===== config.mk =====
export PLATFORM = sky130hd
export DESIGN_NAME = rv_scoreboard_flat
export DESIGN_NICKNAME = d
export VERILOG_FILES = /design/src/rtl/rv_scoreboard_pkg.sv /design/src/rtl/rv_scoreboard_if.sv /design/src/rtl/rv_sb_counter.sv /design/src/rtl/rv_scoreboard.sv /design/src/flat_wrapper.sv
export SDC_FILE = /design/constraint.sdc
export NUM_CORES = 1
export LEC_CHECK = 0
export BUFFER_PORTS_ARGS = -buffer_cell sky130_fd_sc_hd__buf_2
export CAP_MARGIN = 10
export CORE_UTILIZATION = 38
export CTS_CLUSTER_DIAMETER = 120
export DETAILED_ROUTE_END_ITERATION = 10
export MAX_ROUTING_LAYER = met4
export SLEW_MARGIN = 0
export SYNTH_ARGS = -nofsm -noshare
export SYNTH_HDL_FRONTEND = slang
export SYNTH_HIERARCHICAL = 1
export SYNTH_SLANG_ARGS = --single-unit

===== constraint.sdc =====
create_clock -name i_clk -period 10.8 [get_ports i_clk]
set_clock_uncertainty 0.05 [all_clocks]
set_input_delay 2.16 -clock i_clk [delete_from_list [all_inputs] [get_ports i_clk]]
set_output_delay 2.16 -clock i_clk [all_outputs]
set_load 0.005 [all_outputs]

===== src/rtl/rv_scoreboard_pkg.sv =====
// Shared sizing constants for the late-write scoreboard.
// Register index width is fixed by the 5-bit register fields of the ISA.
package rv_scoreboard_pkg;

  localparam int REGS_DEF  = 32;
  localparam int REG_AW    = 5;
  localparam int CNT_W_DEF = 2;

endpackage


===== src/rtl/rv_scoreboard_if.sv =====
// Issue-stage / writeback bundle between the pipeline and the scoreboard.
// The master is the pipeline control, and the slave is rv_scoreboard.
interface rv_scoreboard_if
  import rv_scoreboard_pkg::*;
#(
  parameter int REGS = REGS_DEF
);

  logic              i_issue_valid;
  logic              i_issue_reg_write;
  logic              i_issue_late;
  logic [REG_AW-1:0] i_issue_rd;
  logic [REG_AW-1:0] i_rs1;
  logic [REG_AW-1:0] i_rs2;
  logic              i_rs1_used;
  logic              i_rs2_used;
  logic              i_wb_valid;
  logic              i_wb_late;
  logic [REG_AW-1:0] i_wb_rd;
  logic              i_flush;
  logic              o_stall;
  logic              o_issue_ready;
  logic [REGS-1:0]   o_pending;
  logic              o_busy;
  logic              o_err;

  modport master (
    output i_issue_valid, i_issue_reg_write, i_issue_late, i_issue_rd,
           i_rs1, i_rs2, i_rs1_used, i_rs2_used,
           i_wb_valid, i_wb_late, i_wb_rd, i_flush,
    input  o_stall, o_issue_ready, o_pending, o_busy, o_err
  );

  modport slave (
    input  i_issue_valid, i_issue_reg_write, i_issue_late, i_issue_rd,
           i_rs1, i_rs2, i_rs1_used, i_rs2_used,
           i_wb_valid, i_wb_late, i_wb_rd, i_flush,
    output o_stall, o_issue_ready, o_pending, o_busy, o_err
  );

endinterface


===== src/rtl/rv_sb_counter.sv =====
// Saturating up/down counter of outstanding late writes for one register.
// The caller guarantees inc is never raised while full without a matching dec.
module rv_sb_counter #(
  parameter int CNT_W = 2
) (
  input  logic             i_clk,
  input  logic             i_reset,
  input  logic             inc,
  input  logic             dec,
  input  logic             clr,
  output logic [CNT_W-1:0] count,
  output logic             nz,
  output logic             full,
  output logic             underflow
);

  localparam logic [CNT_W-1:0] MAX = '1;

  // NOTE: state registers use non-blocking assignments so every flop samples
  // pre-edge values regardless of evaluation order.
  always_ff @(posedge i_clk) begin
    if (i_reset || clr) begin
      count <= '0;
    end else if (inc && !dec) begin
      count <= count + CNT_W'(1);
    end else if (dec && !inc && nz) begin
      count <= count - CNT_W'(1);
    end
  end

  assign nz        = |count;
  assign full      = (count == MAX);
  // A retire with nothing outstanding is reported rather than wrapping.
  assign underflow = dec && !inc && !nz && !clr;

endmodule


===== src/rtl/rv_scoreboard.sv =====
// Late-write scoreboard: counts in-flight load/CSR writes per register and
// stalls issue on a RAW hazard or when the destination counter is saturated.
module rv_scoreboard
  import rv_scoreboard_pkg::*;
#(
  parameter int REGS  = REGS_DEF,
  parameter int CNT_W = CNT_W_DEF
) (
  input  logic             i_clk,
  input  logic             i_reset,
  rv_scoreboard_if.slave   sb
);

  logic [CNT_W-1:0] cnt [REGS];
  logic [REGS-1:0]  nz;
  logic [REGS-1:0]  full;
  logic [REGS-1:0]  uflow;

  logic wb_hit;
  logic ret_rs1, ret_rs2, ret_rd;
  logic hit_rs1, hit_rs2;
  logic full_rd;
  logic stall, ready, inc;
  logic err_q;

  // A late retire counts only for a real register; x0 is never tracked.
  assign wb_hit  = sb.i_wb_valid && sb.i_wb_late && (sb.i_wb_rd != '0);
  assign ret_rs1 = wb_hit && (sb.i_wb_rd == sb.i_rs1);
  assign ret_rs2 = wb_hit && (sb.i_wb_rd == sb.i_rs2);
  assign ret_rd  = wb_hit && (sb.i_wb_rd == sb.i_issue_rd);

  // Same-cycle retire bypass: the write stage forwards the retiring value.
  assign hit_rs1 = sb.i_rs1_used && (sb.i_rs1 != '0) && (cnt[sb.i_rs1] != CNT_W'(ret_rs1));
  assign hit_rs2 = sb.i_rs2_used && (sb.i_rs2 != '0) && (cnt[sb.i_rs2] != CNT_W'(ret_rs2));

  assign full_rd = full[sb.i_issue_rd] && !ret_rd;
  assign stall   = sb.i_issue_valid && (hit_rs1 || hit_rs2);
  assign ready   = !stall && !(sb.i_issue_reg_write && sb.i_issue_late && full_rd);
  assign inc     = sb.i_issue_valid && ready && sb.i_issue_reg_write &&
                   sb.i_issue_late && (sb.i_issue_rd != '0);

  for (genvar r = 0; r < REGS; r++) begin : g_reg
    if (r == 0) begin : g_zero
      assign cnt[r]   = '0;
      assign nz[r]    = 1'b0;
      assign full[r]  = 1'b0;
      assign uflow[r] = 1'b0;
    end else begin : g_cnt
      rv_sb_counter #(.CNT_W(CNT_W)) u_cnt (
        .i_clk     (i_clk),
        .i_reset   (i_reset),
        .inc       (inc && (sb.i_issue_rd == REG_AW'(r))),
        .dec       (wb_hit && (sb.i_wb_rd == REG_AW'(r))),
        .clr       (sb.i_flush),
        .count     (cnt[r]),
        .nz        (nz[r]),
        .full      (full[r]),
        .underflow (uflow[r])
      );
    end
  end

  // Sticky error survives flush; only reset clears it.
  always_ff @(posedge i_clk) begin
    if (i_reset) begin
      err_q <= 1'b0;
    end else if (|uflow) begin
      err_q <= 1'b1;
    end
  end

  assign sb.o_stall       = stall;
  assign sb.o_issue_ready = ready;
  assign sb.o_pending     = nz;
  assign sb.o_busy        = |nz;
  assign sb.o_err         = err_q;

endmodule


===== src/flat_wrapper.sv =====
// flat-port wrapper written by rule: the top's interface ports become plain ports
module rv_scoreboard_flat import rv_scoreboard_pkg::*;
#(
  parameter int REGS  = REGS_DEF,
  parameter int CNT_W = CNT_W_DEF
)
  (i_clk, i_reset, sb_i_issue_valid, sb_i_issue_reg_write, sb_i_issue_late, sb_i_issue_rd, sb_i_rs1, sb_i_rs2, sb_i_rs1_used, sb_i_rs2_used, sb_i_wb_valid, sb_i_wb_late, sb_i_wb_rd, sb_i_flush, sb_o_stall, sb_o_issue_ready, sb_o_pending, sb_o_busy, sb_o_err);
  rv_scoreboard_if #(.REGS(REGS)) sb_i ();
  input  logic i_clk;
  input  logic i_reset;
  input wire logic [$bits(sb_i.i_issue_valid)-1:0] sb_i_issue_valid;
  input wire logic [$bits(sb_i.i_issue_reg_write)-1:0] sb_i_issue_reg_write;
  input wire logic [$bits(sb_i.i_issue_late)-1:0] sb_i_issue_late;
  input wire logic [$bits(sb_i.i_issue_rd)-1:0] sb_i_issue_rd;
  input wire logic [$bits(sb_i.i_rs1)-1:0] sb_i_rs1;
  input wire logic [$bits(sb_i.i_rs2)-1:0] sb_i_rs2;
  input wire logic [$bits(sb_i.i_rs1_used)-1:0] sb_i_rs1_used;
  input wire logic [$bits(sb_i.i_rs2_used)-1:0] sb_i_rs2_used;
  input wire logic [$bits(sb_i.i_wb_valid)-1:0] sb_i_wb_valid;
  input wire logic [$bits(sb_i.i_wb_late)-1:0] sb_i_wb_late;
  input wire logic [$bits(sb_i.i_wb_rd)-1:0] sb_i_wb_rd;
  input wire logic [$bits(sb_i.i_flush)-1:0] sb_i_flush;
  output wire logic [$bits(sb_i.o_stall)-1:0] sb_o_stall;
  output wire logic [$bits(sb_i.o_issue_ready)-1:0] sb_o_issue_ready;
  output wire logic [$bits(sb_i.o_pending)-1:0] sb_o_pending;
  output wire logic [$bits(sb_i.o_busy)-1:0] sb_o_busy;
  output wire logic [$bits(sb_i.o_err)-1:0] sb_o_err;
  assign sb_i.i_issue_valid = sb_i_issue_valid;
  assign sb_i.i_issue_reg_write = sb_i_issue_reg_write;
  assign sb_i.i_issue_late = sb_i_issue_late;
  assign sb_i.i_issue_rd = sb_i_issue_rd;
  assign sb_i.i_rs1 = sb_i_rs1;
  assign sb_i.i_rs2 = sb_i_rs2;
  assign sb_i.i_rs1_used = sb_i_rs1_used;
  assign sb_i.i_rs2_used = sb_i_rs2_used;
  assign sb_i.i_wb_valid = sb_i_wb_valid;
  assign sb_i.i_wb_late = sb_i_wb_late;
  assign sb_i.i_wb_rd = sb_i_wb_rd;
  assign sb_i.i_flush = sb_i_flush;
  assign sb_o_stall = sb_i.o_stall;
  assign sb_o_issue_ready = sb_i.o_issue_ready;
  assign sb_o_pending = sb_i.o_pending;
  assign sb_o_busy = sb_i.o_busy;
  assign sb_o_err = sb_i.o_err;
  rv_scoreboard #(.REGS(REGS), .CNT_W(CNT_W)) u_core (.i_clk(i_clk), .i_reset(i_reset), .sb(sb_i));
endmodule

==> out/metrics.cfg <==
[clocking]
cts_hold_buf=0
cts_buffers=9
cts_sinks=63
cts_setup_buffers=0
cts-root-buf=clkbuf_16
h-tree-depth=3
post_cts_resized=0
clkSlewWorstSetupHoldPaths_ns=0.05
clk_path_buf_depth=2
clkLatencyLatePin_ns=0.35
tritoncts=done

[critical_path]
cp_top_family=compound AO/OA/AOI/OAI gates
cp_data_required_time_ns=8.59
endpoint_kind=output port
cp_slowest_cell=o21ai_2
start_kind=input pin
path_class=input pin to output port
cp_cell_sequence=buf_2 -> mux2_2 -> a22o_1 -> o311ai_1 -> nand4_2 -> xnor2_2 -> o21ai_2 -> or2_2 -> buf_2
cp_max_fo=20
slowest_delay_ns=0.51
cp_common_cell=buf_2
critPathBufInv=2
arrival_ns=4.76

[grt]
grt_pass1_vias=6181
antenna_found_initial=2
grt_pass1_wl_mm=36.1
grt_max_degree=63
grt.total_usage_pct=27.5
overflow=0

[power_and_ir_drop]
combPwrFrac_pct=14.5
switchingPower_w=0.000179
power.internal_w=0.000480
switching_share_pct=27.1
leakage_nw=2.74
peakVddDrop_v=0.0000744
powerDensity_nw_per_um2=88.7
pwr-share-seq_pct=35.4
pwr-share-clk_pct=50.0

[routing]
wire_per_inst_um=21.3
vias_per_cell=6.14
drt-total-wl_mm=23.8
vias=6847
drtIter0Drc=829
ant_nets=0
route.detailed.drc=0
first_pass_iters=5

[timing]
setup_viol=0
rsz0062_at_grt=false
tightest_slew_ns=0.885
min_period_ns=6.97
min_period_over_period_pct=64.6
fin_hold_ws_ns=0.526
max_freq_mhz=143
maxSlewViolCount=0
fin_tns_setup_ns=0
finalHoldViolations=0
relSlewSlack_pct=40.4
worst_slack_ns=3.83

[final_layout]
final_common_cell=nor2_1
fill_cells=1751
layout_common_cells=nor2_1, buf_2, dfxtp_1
final_area_um2=7420
drive_gt1_share_pct=19.5
area_delta_synth_final_pct=10.9
fin_nets=914

[logic_synthesis]
yosys.area.top_type_share_pct=18.8
syn_area_um2=6690
ys_top_cells_by_area=dfxtp_1, a211oi_1, mux2i_1, a2111oi_1, nor4_1
yosysWarnings=6
ys_seq_area_share_pct=18.8
synth_seq_cells=63
synth_edf_count=0
avgSynthCellArea_um2=7.92
yosys.area.top_type=dfxtp_1
synth_nets=875
synth_top_flop_cell=dfxtp_1
async_flop_share_pct=0
syn_inst=845
ys_types=65

[status]
status=finished, final reports clean

[floorplan]
ios=66
die_x_um=135
rows=48
core_area_um2=17200
die-area_um2=18200
start_util_pct=38.8
die_h_um=135

[place]
detailed_place.area_um2=7090
place_hpwl_mm=18.4
port_buffers=64
gp_congestion=0.989
pre_cts_slack_ns=3.90

[job]
maxCapViolCount=0

[hold_path]
hp-class=flip-flop to flip-flop

[per-stage QoR]
stage	total power [W]	util (%)	std cells
after floorplan	0.000307	-	845
after global placement	0.000332	41.2	1098
after detailed placement	0.000332	41.2	1098
after CTS	0.000663	43.0	1114
after global routing	0.000680	43.1	1116
final	0.000659	43.1	1116
[final cells by class]
class                           count  area (um^2)  share of cell area, %
Antenna cell                        2         5.00                 0.0674
Inverter                            6         22.5                  0.303
Timing Repair Buffer               66          335                   4.52
Tap cell                          225          282                   3.79
Clock inverter                      3         65.1                  0.876
Clock buffer                       13          260                   3.51
Sequential cell                    63         1260                   17.0
Multi-Input combinational cell    738         5190                   69.9
[synth_stat cells, drive strengths merged, types with 2 or more instances]
cell type,instances
a2111oi,31
a211oi,62
a21oi,39
a221oi,3
a22oi,8
a2bb2oi,2
a31oi,4
and2,32
and2b,31
and3,2
and4,2
buf,26
clkbuf,12
dfxtp,63
inv,6
mux2,12
mux2i,35
mux4,16
nand2,31
nand2b,45
nand3,32
nand3b,2
nand4,6
nor2,76
nor2b,41
nor3,36
nor3b,2
nor4,50
o211ai,2
o21ai,2
o311ai,3
or2,97
or3,5
or4,2
xnor2,10
xor2,7
[sequential cells by signal, indices dropped and copies added (netlist names)]
signal	flops
u_core/sb.o_err	1
u_core/g.g_cnt.u_cnt/count	62
[layer usage]
metal  GRT usage [%]  vias up  share of wire, %
li1                -     3261                 -
met2            40.4      334                43
met3            5.82       48               8.7
met5               -        -                 0
met4            10.8        0               3.1
met1            36.6     3204                45
[tightest hold or removal path, delay by kind of cell (launching register included)]
family	cells	cell delay (ns)
AO/OA/AOI/OAI	1	0.06
AND/OR/NAND/NOR	1	0.12
flip-flops	1	0.36
[cells by family (layout without fill, tap and decap cells)]
kind of cell    Yosys count  in the layout  share of synthesized area (%)
simple gates            493            493                           43.2
compound gates          164            164                           18.7
mux                      63             63                           13.2
flops                    63             63                           18.8
buf+inv                  44             88                           3.59
xor+xnor                 17             17                           2.45
other cells               1              3                         0.0560
[power groups by stage]
stage                     Clock (W)  Combinational [W]  Sequential, W
final                      0.000329          0.0000958       0.000233
after CTS                  0.000336          0.0000936       0.000233
after floorplan                   0          0.0000688       0.000238
after global placement            0          0.0000931       0.000238
after global routing       0.000344           0.000102       0.000233
after detailed placement          0          0.0000934       0.000238
[path summary, 6_finish.rpt]
| path | start | to | slack (ns) | cells past startpoint |
|---|---|---|---|---|
| max reg2reg | u_core/g_reg[29].g_cnt.u_cnt/count[1]$_SDFFE_PP0P_ | u_core/sb.o_err$_SDFFE_PP0P_ | 6.27 | 13 |
| max | sb_i_rs2[2] | sb_o_stall | 3.83 | 9 |
| min | u_core/g_reg[14].g_cnt.u_cnt/count[1]$_SDFFE_PP0P_ | u_core/g_reg[14].g_cnt.u_cnt/count[1]$_SDFFE_PP0P_ | 0.53 | 2 |
| min reg2reg | u_core/g_reg[14].g_cnt.u_cnt/count[1]$_SDFFE_PP0P_ | u_core/g_reg[14].g_cnt.u_cnt/count[1]$_SDFFE_PP0P_ | 0.53 | 2 |
Power figures use the tool's default switching activity.
